### config.mk
export PLATFORM = sky130hd
export DESIGN_NAME = vga_plot_arbiter
export DESIGN_NICKNAME = d
export VERILOG_FILES = /design/src/rtl/vga_plot_arbiter_pkg.sv /design/src/rtl/vga_plot_arbiter_rr_pick.sv /design/src/rtl/vga_plot_arbiter.sv
export SDC_FILE = /design/constraint.sdc
export NUM_CORES = 1
export LEC_CHECK = 0
export ABC_AREA = 1
export BUFFER_PORTS_ARGS = -buffer_cell sky130_fd_sc_hd__buf_4
export CAP_MARGIN = 0
export CORE_ASPECT_RATIO = 1.25
export CORE_UTILIZATION = 49
export CTS_BUF_LIST = sky130_fd_sc_hd__clkbuf_4 sky130_fd_sc_hd__clkbuf_8 sky130_fd_sc_hd__clkbuf_16
export DETAILED_ROUTE_END_ITERATION = 10
export GPL_TIMING_DRIVEN = 0
export HOLD_SLACK_MARGIN = 0.12
export PLACE_DENSITY = 0.88
export SETUP_SLACK_MARGIN = 0.02
export SYNTH_ARGS = -nofsm -noshare
export SYNTH_HDL_FRONTEND = slang
export SYNTH_SLANG_ARGS = --single-unit
### constraint.sdc
create_clock -name clk -period 2.8 [get_ports clk]
set_input_delay 0.28 -clock clk [delete_from_list [all_inputs] [get_ports clk]]
set_output_delay 0.28 -clock clk [all_outputs]
set_load 0.02 [all_outputs]
### src/rtl/vga_plot_arbiter_pkg.sv
// Shared types and screen constants for the VGA pixel-port arbiter and its picker.
package vga_plot_arbiter_pkg;

    localparam int unsigned SCREEN_W        = 160;
    localparam int unsigned SCREEN_H        = 120;
    localparam int unsigned SCREEN_X_W      = 8;
    localparam int unsigned SCREEN_Y_W      = 7;
    localparam int unsigned SCREEN_COLOUR_W = 3;

    typedef enum logic [1:0] {
        ST_IDLE    = 2'd0,
        ST_GRANT   = 2'd1,
        ST_RELEASE = 2'd2
    } arb_state_e;

endpackage

### src/rtl/vga_plot_arbiter_rr_pick.sv
// Combinational round-robin picker: first requester at or above the pointer, wrapping.
module vga_plot_arbiter_rr_pick
    import vga_plot_arbiter_pkg::*;
#(
    parameter int unsigned N     = 3,
    parameter int unsigned IDX_W = 2
) (
    input  logic [N-1:0]     i_req,
    input  logic [IDX_W-1:0] i_ptr,
    output logic [N-1:0]     o_gnt_c,
    output logic [IDX_W-1:0] o_idx_c,
    output logic             o_any_c
);

    always_comb begin
        int unsigned j;
        o_gnt_c = '0;
        o_idx_c = '0;
        o_any_c = 1'b0;
        j       = 0;
        for (int unsigned k = 0; k < N; k++) begin
            j = 32'(i_ptr) + k;
            if (j >= N) j = j - N;
            if (!o_any_c && i_req[j]) begin
                o_any_c    = 1'b1;
                o_gnt_c[j] = 1'b1;
                o_idx_c    = IDX_W'(j);
            end
        end
    end

endmodule

### src/rtl/vga_plot_arbiter.sv
// Round-robin owner of the single VGA adapter pixel-write port, with burst hold timeout.
module vga_plot_arbiter
    import vga_plot_arbiter_pkg::*;
#(
    parameter int unsigned N        = 3,
    parameter int unsigned X_W      = SCREEN_X_W,
    parameter int unsigned Y_W      = SCREEN_Y_W,
    parameter int unsigned COLOUR_W = SCREEN_COLOUR_W,
    parameter int unsigned MAX_HOLD = 4096
) (
    input  logic                    clk,
    input  logic                    reset,
    input  logic [N-1:0]            i_req,
    input  logic [N-1:0]            i_done,
    input  logic [N-1:0]            i_plot,
    input  logic [N*X_W-1:0]        i_x,
    input  logic [N*Y_W-1:0]        i_y,
    input  logic [N*COLOUR_W-1:0]   i_colour,
    output logic [N-1:0]            o_gnt,
    output logic [X_W-1:0]          o_x,
    output logic [Y_W-1:0]          o_y,
    output logic [COLOUR_W-1:0]     o_colour,
    output logic                    o_plot,
    output logic                    o_busy,
    output logic                    o_timeout
);

    localparam int unsigned IDX_W = (N > 1) ? $clog2(N) : 1;
    localparam int unsigned CNT_W = $clog2(MAX_HOLD);
    localparam logic [CNT_W-1:0] CNT_LAST = CNT_W'(MAX_HOLD - 1);
    localparam logic [IDX_W-1:0] IDX_LAST = IDX_W'(N - 1);

    arb_state_e          r_state, w_state_nxt;
    logic [IDX_W-1:0]    r_gidx, w_gidx_nxt;
    logic [IDX_W-1:0]    r_ptr, w_ptr_nxt;
    logic [CNT_W-1:0]    r_cnt, w_cnt_nxt;
    logic [N-1:0]        r_gnt, w_gnt_nxt;
    logic [X_W-1:0]      r_x, w_x_nxt;
    logic [Y_W-1:0]      r_y, w_y_nxt;
    logic [COLOUR_W-1:0] r_colour, w_colour_nxt;
    logic                r_plot, w_plot_nxt;
    logic                r_busy, w_busy_nxt;
    logic                r_timeout, w_timeout_nxt;

    logic [IDX_W-1:0]    w_ptr_inc;
    logic [IDX_W-1:0]    w_arb_ptr;
    logic [N-1:0]        w_pick_gnt;
    logic [IDX_W-1:0]    w_pick_idx;
    logic                w_pick_any;

    // Pointer that puts the just-finished grantee last; used directly while in RELEASE.
    assign w_ptr_inc = (r_gidx == IDX_LAST) ? '0 : r_gidx + 1'b1;
    assign w_arb_ptr = (r_state == ST_RELEASE) ? w_ptr_inc : r_ptr;

    vga_plot_arbiter_rr_pick #(
        .N     (N),
        .IDX_W (IDX_W)
    ) u_pick (
        .i_req   (i_req),
        .i_ptr   (w_arb_ptr),
        .o_gnt_c (w_pick_gnt),
        .o_idx_c (w_pick_idx),
        .o_any_c (w_pick_any)
    );

    always_comb begin
        w_state_nxt   = r_state;
        w_gidx_nxt    = r_gidx;
        w_ptr_nxt     = r_ptr;
        w_cnt_nxt     = r_cnt;
        w_gnt_nxt     = '0;
        w_x_nxt       = '0;
        w_y_nxt       = '0;
        w_colour_nxt  = '0;
        w_plot_nxt    = 1'b0;
        w_timeout_nxt = 1'b0;
        unique case (r_state)
            ST_IDLE, ST_RELEASE: begin
                if (r_state == ST_RELEASE) w_ptr_nxt = w_ptr_inc;
                w_state_nxt = ST_IDLE;
                if (w_pick_any) begin
                    w_state_nxt = ST_GRANT;
                    w_gidx_nxt  = w_pick_idx;
                    w_gnt_nxt   = w_pick_gnt;
                    w_cnt_nxt   = '0;
                end
            end
            ST_GRANT: begin
                w_x_nxt      = i_x[r_gidx*X_W +: X_W];
                w_y_nxt      = i_y[r_gidx*Y_W +: Y_W];
                w_colour_nxt = i_colour[r_gidx*COLOUR_W +: COLOUR_W];
                if (i_done[r_gidx] || !i_req[r_gidx]) begin
                    // Pixel accompanying the done is still written.
                    w_state_nxt = ST_RELEASE;
                    w_plot_nxt  = i_plot[r_gidx];
                end else if (r_cnt == CNT_LAST) begin
                    w_state_nxt   = ST_RELEASE;
                    w_timeout_nxt = 1'b1;
                end else begin
                    w_gnt_nxt  = r_gnt;
                    w_plot_nxt = i_plot[r_gidx];
                    w_cnt_nxt  = r_cnt + 1'b1;
                end
            end
            default: w_state_nxt = ST_IDLE;
        endcase
        w_busy_nxt = (w_state_nxt != ST_IDLE);
    end

    always_ff @(posedge clk) begin
        if (reset) begin
            r_state   <= ST_IDLE;
            r_gidx    <= '0;
            r_ptr     <= '0;
            r_cnt     <= '0;
            r_gnt     <= '0;
            r_x       <= '0;
            r_y       <= '0;
            r_colour  <= '0;
            r_plot    <= 1'b0;
            r_busy    <= 1'b0;
            r_timeout <= 1'b0;
        end else begin
            r_state   <= w_state_nxt;
            r_gidx    <= w_gidx_nxt;
            r_ptr     <= w_ptr_nxt;
            r_cnt     <= w_cnt_nxt;
            r_gnt     <= w_gnt_nxt;
            r_x       <= w_x_nxt;
            r_y       <= w_y_nxt;
            r_colour  <= w_colour_nxt;
            r_plot    <= w_plot_nxt;
            r_busy    <= w_busy_nxt;
            r_timeout <= w_timeout_nxt;
        end
    end

    assign o_gnt     = r_gnt;
    assign o_x       = r_x;
    assign o_y       = r_y;
    assign o_colour  = r_colour;
    assign o_plot    = r_plot;
    assign o_busy    = r_busy;
    assign o_timeout = r_timeout;

endmodule

==> tab_implementation.tex <==
\begin{tabular}{lr}
\hline
Metric & Value \\
\hline
\multicolumn{2}{l}{\textbf{Placed design}} \\
Placed inst area & 0.003136 mm2 \\
PortBufs & 88 \\
Number of placed instances with taps included & 528 \\
Weighted congestion reported at the end of routability-driven placement & 0.8416 \\
Post-DP HPWL & 5029 um \\
\multicolumn{2}{l}{\textbf{Logic synthesis}} \\
Complex-gate fraction of the synthesized area & 4.067\% \\
Area share of xor/xnor cells in the synthesized design & 1.460\% \\
Syn avg cell area & 6.315 um2 \\
Arithmetic-cell share of the synthesized area counting full adders, half adders and majority gates & 2.607\% \\
Share of synthesized area spent on multiplexers & 0\% \\
Area fraction of the dominant cell type after synthesis & 35.04\% \\
Yosys warning total & 0 \\
Post-synthesis sequential area ratio & 35.04\% \\
Area share of and/or/nand/nor cells after synthesis & 46.09\% \\
Post-Syn Area & 0.002400 mm2 \\
Yosys top cell by area & sky130\_fd\_sc\_hd\_\_dfxtp\_1 \\
Main area contributors after synthesis & sky130\_fd\_sc\_hd\_\_dfxtp\_1 35\%, sky130\_fd\_sc\_hd\_\_nand2\_1 20\%, sky130\_fd\_sc\_hd\_\_nand3\_1 15\%, sky130\_fd\_sc\_hd\_\_inv\_1 7.8\%, sky130\_fd\_sc\_hd\_\_nor2\_1 4.2\% \\
Number of synthesized register bits & 42 \\
Post-synthesis cell type count & 25 \\
Net count after synthesis & 450 \\
Post-Synthesis Cells & 380 \\
Largest family of logic cells by synthesized area & simple AND/OR/NAND/NOR gates \\
\multicolumn{2}{l}{\textbf{Worst hold path}} \\
Worst min-delay path class & input port to register \\
\multicolumn{2}{l}{\textbf{Global route}} \\
Routing usage on met1 & 30.46\% \\
Vias in the first global route & 2,483 \\
Largest net degree at the start of global routing & 15 \\
GR Overflow Total & 0 \\
Global routing met2 resource utilization & 47.89\% \\
Initial antenna violation count & 0 \\
GRT busiest layer & met2 \\
Overall Global Routing Usage & 26.64\% \\
Global-route met3 utilization & 4.545\% \\
Wire length of the first global-routing pass & 10,760 um \\
\multicolumn{2}{l}{\textbf{Clock tree}} \\
Clock transition at path regs & 0.08 ns \\
Number of H-tree branching levels & 2 \\
Hold buffer count at cts & 0 \\
CTS tree & built \\
CTS Root Buffer Type & sky130\_fd\_sc\_hd\_\_clkbuf\_8 \\
Number of buffers on the longest clock path & 2 \\
TritonCTS Buffers & 5 \\
Clock latency on the worst-skew pair & 0.31 ns \\
Post-CTS setup repair buffer count & 0 \\
Total number of clock tree sinks & 42 \\
\multicolumn{2}{l}{\textbf{Power and ir drop}} \\
Part of the power in the clock network & 17.6\% \\
Gate power share & 54.8\% \\
Fraction of power spent switching nets & 45.74\% \\
Sequential fraction of design power & 27.6\% \\
Internal power & 1.520 mW \\
Peak ir drop on the vdd network & 0.5324 mV \\
Power density normalized to cell area & 859.6 mW/mm2 \\
Leakage dissipation & 1.662 nW \\
Switching component of the power & 1.281 mW \\
\multicolumn{2}{l}{\textbf{Worst setup path}} \\
Startpoint class of the critical path & register \\
Crit-path max FO & 14 \\
Classification of the worst setup path & register to register \\
Destination of the worst register-to-register timing path & r\_cnt[11]\$\_SDFFE\_PP0P\_ \\
Endpoint arrival time on the critical path & 2.68 ns \\
Worst r2r src & r\_gidx[1]\$\_SDFFE\_PP0P\_ \\
Data required time at the worst endpoint & 2.96 ns \\
Critical path capture point type & register \\
R2r setup slk & 0.29 ns \\
Logic depth of the worst register-to-register path & 15 \\
Origin of the worst setup path & r\_gidx[1]\$\_SDFFE\_PP0P\_ \\
Setup crit end & r\_cnt[11]\$\_SDFFE\_PP0P\_ \\
\multicolumn{2}{l}{\textbf{Die}} \\
Total number of placement rows & 28 \\
Effective utilization at floorplan & 50.74\% \\
Width of the die & 64.60 um \\
Full die area & 0.005183 mm2 \\
I/O pin total & 89 \\
Core Footprint & 0.004730 mm2 \\
Die height & 80.25 um \\
\multicolumn{2}{l}{\textbf{Timing}} \\
Final Slew Violations & 0 \\
Final critical-path required period & 2.515 ns \\
Relative slew slack & 65.46\% \\
Hold Violations, Final & 0 \\
Tcrit/Tclk final & 89.80\% \\
Final setup violation count & 0 \\
Least-Margin Pin Slew & 0.5181 ns \\
RSZ-0062 raised after global routing & false \\
Worst-case hold slack & 0.2000 ns \\
Achievable Freq & 397.7 MHz \\
Worst setup skew after layout & 0.01453 ns \\
\multicolumn{2}{l}{\textbf{Detailed routing}} \\
Via-to-Cell Ratio & 5.206 \\
Post-detailed-route DRC marker count & 0 \\
Remaining antenna violation count & 0 \\
Drt total wl & 6709 um \\
Number of iterations in the first detailed-routing pass & 5 \\
DR vias & 2,785 \\
DRT iter0 DRCs & 170 \\
Wire length per cell after detailed routing & 12.54 um \\
\multicolumn{2}{l}{\textbf{Final layout}} \\
Count of inserted antenna diode cells & 0 \\
Area added between synthesis and finish & 35.77\% \\
Net count reported at finish & 544 \\
Fraction of final layout cells sized beyond drive strength 1 & 25.89\% \\
Finished Core Util & 68.89\% \\
Fin cells & 535 \\
Cell area after layout & 0.003258 mm2 \\
\multicolumn{2}{l}{\textbf{Run}} \\
Total of max-cap violations & 0 \\
\multicolumn{2}{l}{\textbf{Run status}} \\
Status & completed \\
\hline
\end{tabular}
logic make-up after synthesis:
kind of cell | Yosys count
DFF | 42
and+or+nand+nor | 246
xor gates and xnor gates | 4
buffers and inverters | 65
adders and majority gates | 5
AOI/OAI and AO/OA | 18
final cells by class:
cell class / count / area [um2]
multi-input combinational: 273 / 1310
inverter: 53 / 198.9
buffer: 11 / 57.56
tap: 60 / 75.07
timing repair buffer: 88 / 660.6
sequential: 42 / 842.1
clock inverter: 2 / 37.54
fill: 436 / 1471
clock buffer: 6 / 76.32
stage by stage:
step / worst slack [ns] / power (mW) / setup TNS [ns]
after floorplan: 0.4554 / 1.826 / 0
after global placement: 0.03619 / 2.249 / 0
after detailed placement: -0.05534 / 2.284 / -0.3890
after CTS: 0.1723 / 2.770 / 0
after global routing: 0.02086 / 3.005 / 0
final: 0.2855 / 2.801 / 0
worst max-delay path, stage by stage (launching register included):
cell and delay [ns]:
sky130_fd_sc_hd__dfxtp_2 0.36, sky130_fd_sc_hd__inv_2 0.21, sky130_fd_sc_hd__nand2_1 0.13, sky130_fd_sc_hd__nand2_1 0.08, sky130_fd_sc_hd__o21ai_0 0.18, sky130_fd_sc_hd__ha_2 0.45, sky130_fd_sc_hd__inv_1 0.07, sky130_fd_sc_hd__nand2_1 0.08
sky130_fd_sc_hd__nand3_1 0.07, sky130_fd_sc_hd__nand2_1 0.12, sky130_fd_sc_hd__nand3_2 0.14, sky130_fd_sc_hd__nand2_4 0.16, sky130_fd_sc_hd__nand2_2 0.09, sky130_fd_sc_hd__buf_6 0.15, sky130_fd_sc_hd__nand2_1 0.05, sky130_fd_sc_hd__a21oi_1 0.05
cells in the final DEF, fill, tap and decap left out, types with 2 or more instances in the layout:
cell type / netlist / routed
sky130_fd_sc_hd__nand2_1: 129 / 129
sky130_fd_sc_hd__buf_4: 0 / 89
sky130_fd_sc_hd__nand3_1: 70 / 70
sky130_fd_sc_hd__inv_1: 50 / 50
sky130_fd_sc_hd__dfxtp_1: 42 / 41
sky130_fd_sc_hd__nor2_1: 27 / 26
sky130_fd_sc_hd__a21oi_1: 11 / 11
sky130_fd_sc_hd__nand4_1: 7 / 7
sky130_fd_sc_hd__clkbuf_8: 0 / 5
sky130_fd_sc_hd__nor2_2: 3 / 4
sky130_fd_sc_hd__buf_2: 5 / 4
sky130_fd_sc_hd__nand3_2: 4 / 4
sky130_fd_sc_hd__ha_1: 5 / 4
sky130_fd_sc_hd__o21ai_0: 4 / 3
sky130_fd_sc_hd__clkbuf_1: 4 / 3
sky130_fd_sc_hd__nor2_4: 2 / 2
sky130_fd_sc_hd__inv_2: 2 / 2
sky130_fd_sc_hd__nand2_2: 2 / 2
sky130_fd_sc_hd__xnor2_1: 2 / 2
sky130_fd_sc_hd__xor2_1: 2 / 2
sky130_fd_sc_hd__a21oi_2: 2 / 2
sky130_fd_sc_hd__buf_1: 2 / 2
flip-flops by register name (all words and copies together), names as in the netlist:
| signal | count |
|---|---|
| o_timeout | 1 |
| o_plot | 1 |
| r_state | 2 |
| o_gnt | 3 |
| r_ptr | 2 |
| r_cnt | 12 |
| o_colour | 3 |
| o_x | 8 |
| o_busy | 1 |
| r_gidx | 2 |
| o_y | 7 |
worst min path at each step:
stage	from	slack, ns	end	depth (start not counted)
6_report	reset	0.20	r_cnt[7]$_SDFFE_PP0P_	2
5_1_grt	reset	0.20	r_cnt[7]$_SDFFE_PP0P_	2
4_1_cts	reset	0.20	r_cnt[7]$_SDFFE_PP0P_	2
3_5_place_dp	o_gnt[1]$_SDFFE_PP0P_	0.45	o_gnt[1]$_SDFFE_PP0P_	2
3_3_place_gp	o_gnt[2]$_SDFFE_PP0P_	0.45	o_gnt[2]$_SDFFE_PP0P_	2
2_1_floorplan	reset	0.35	r_cnt[7]$_SDFFE_PP0P_	1
cells in the mapped netlist (all sizes together):
cell type / n
nand3: 74
ha: 5
xnor2: 2
dfxtp: 42
xor2: 2
clkbuf: 4
nand2: 132
o21ai: 5
nand4: 8
clkinv: 1
nor2: 32
a21oi: 13
buf: 8
inv: 52
power groups by stage:
| stage | combinational (mW) | clock (mW) | sequential (mW) |
|---|---|---|---|
| after floorplan | 0.952 | 0 | 0.874 |
| after global placement | 1.47 | 0 | 0.778 |
| after detailed placement | 1.50 | 0 | 0.781 |
| after CTS | 1.51 | 0.495 | 0.769 |
| after global routing | 1.70 | 0.521 | 0.786 |
| final | 1.53 | 0.493 | 0.773 |
metal layers:
metal / vias to the layer above / part of all wire [%] / wire, um
li1: 1378 / - / -
met1: 1285 / 39 / 2595
met2: 106 / 54 / 3627
met3: 16 / 5.0 / 334
met4: 0 / 2.3 / 153
met5: - / 0 / 0
what timing repair did:
action                                 CTS  global route
resized for setup                        0             7
setup endpoints to repair               13            16
endpoints found under the hold margin    0             0
Note: power is estimated with default switching activity, not from simulation.
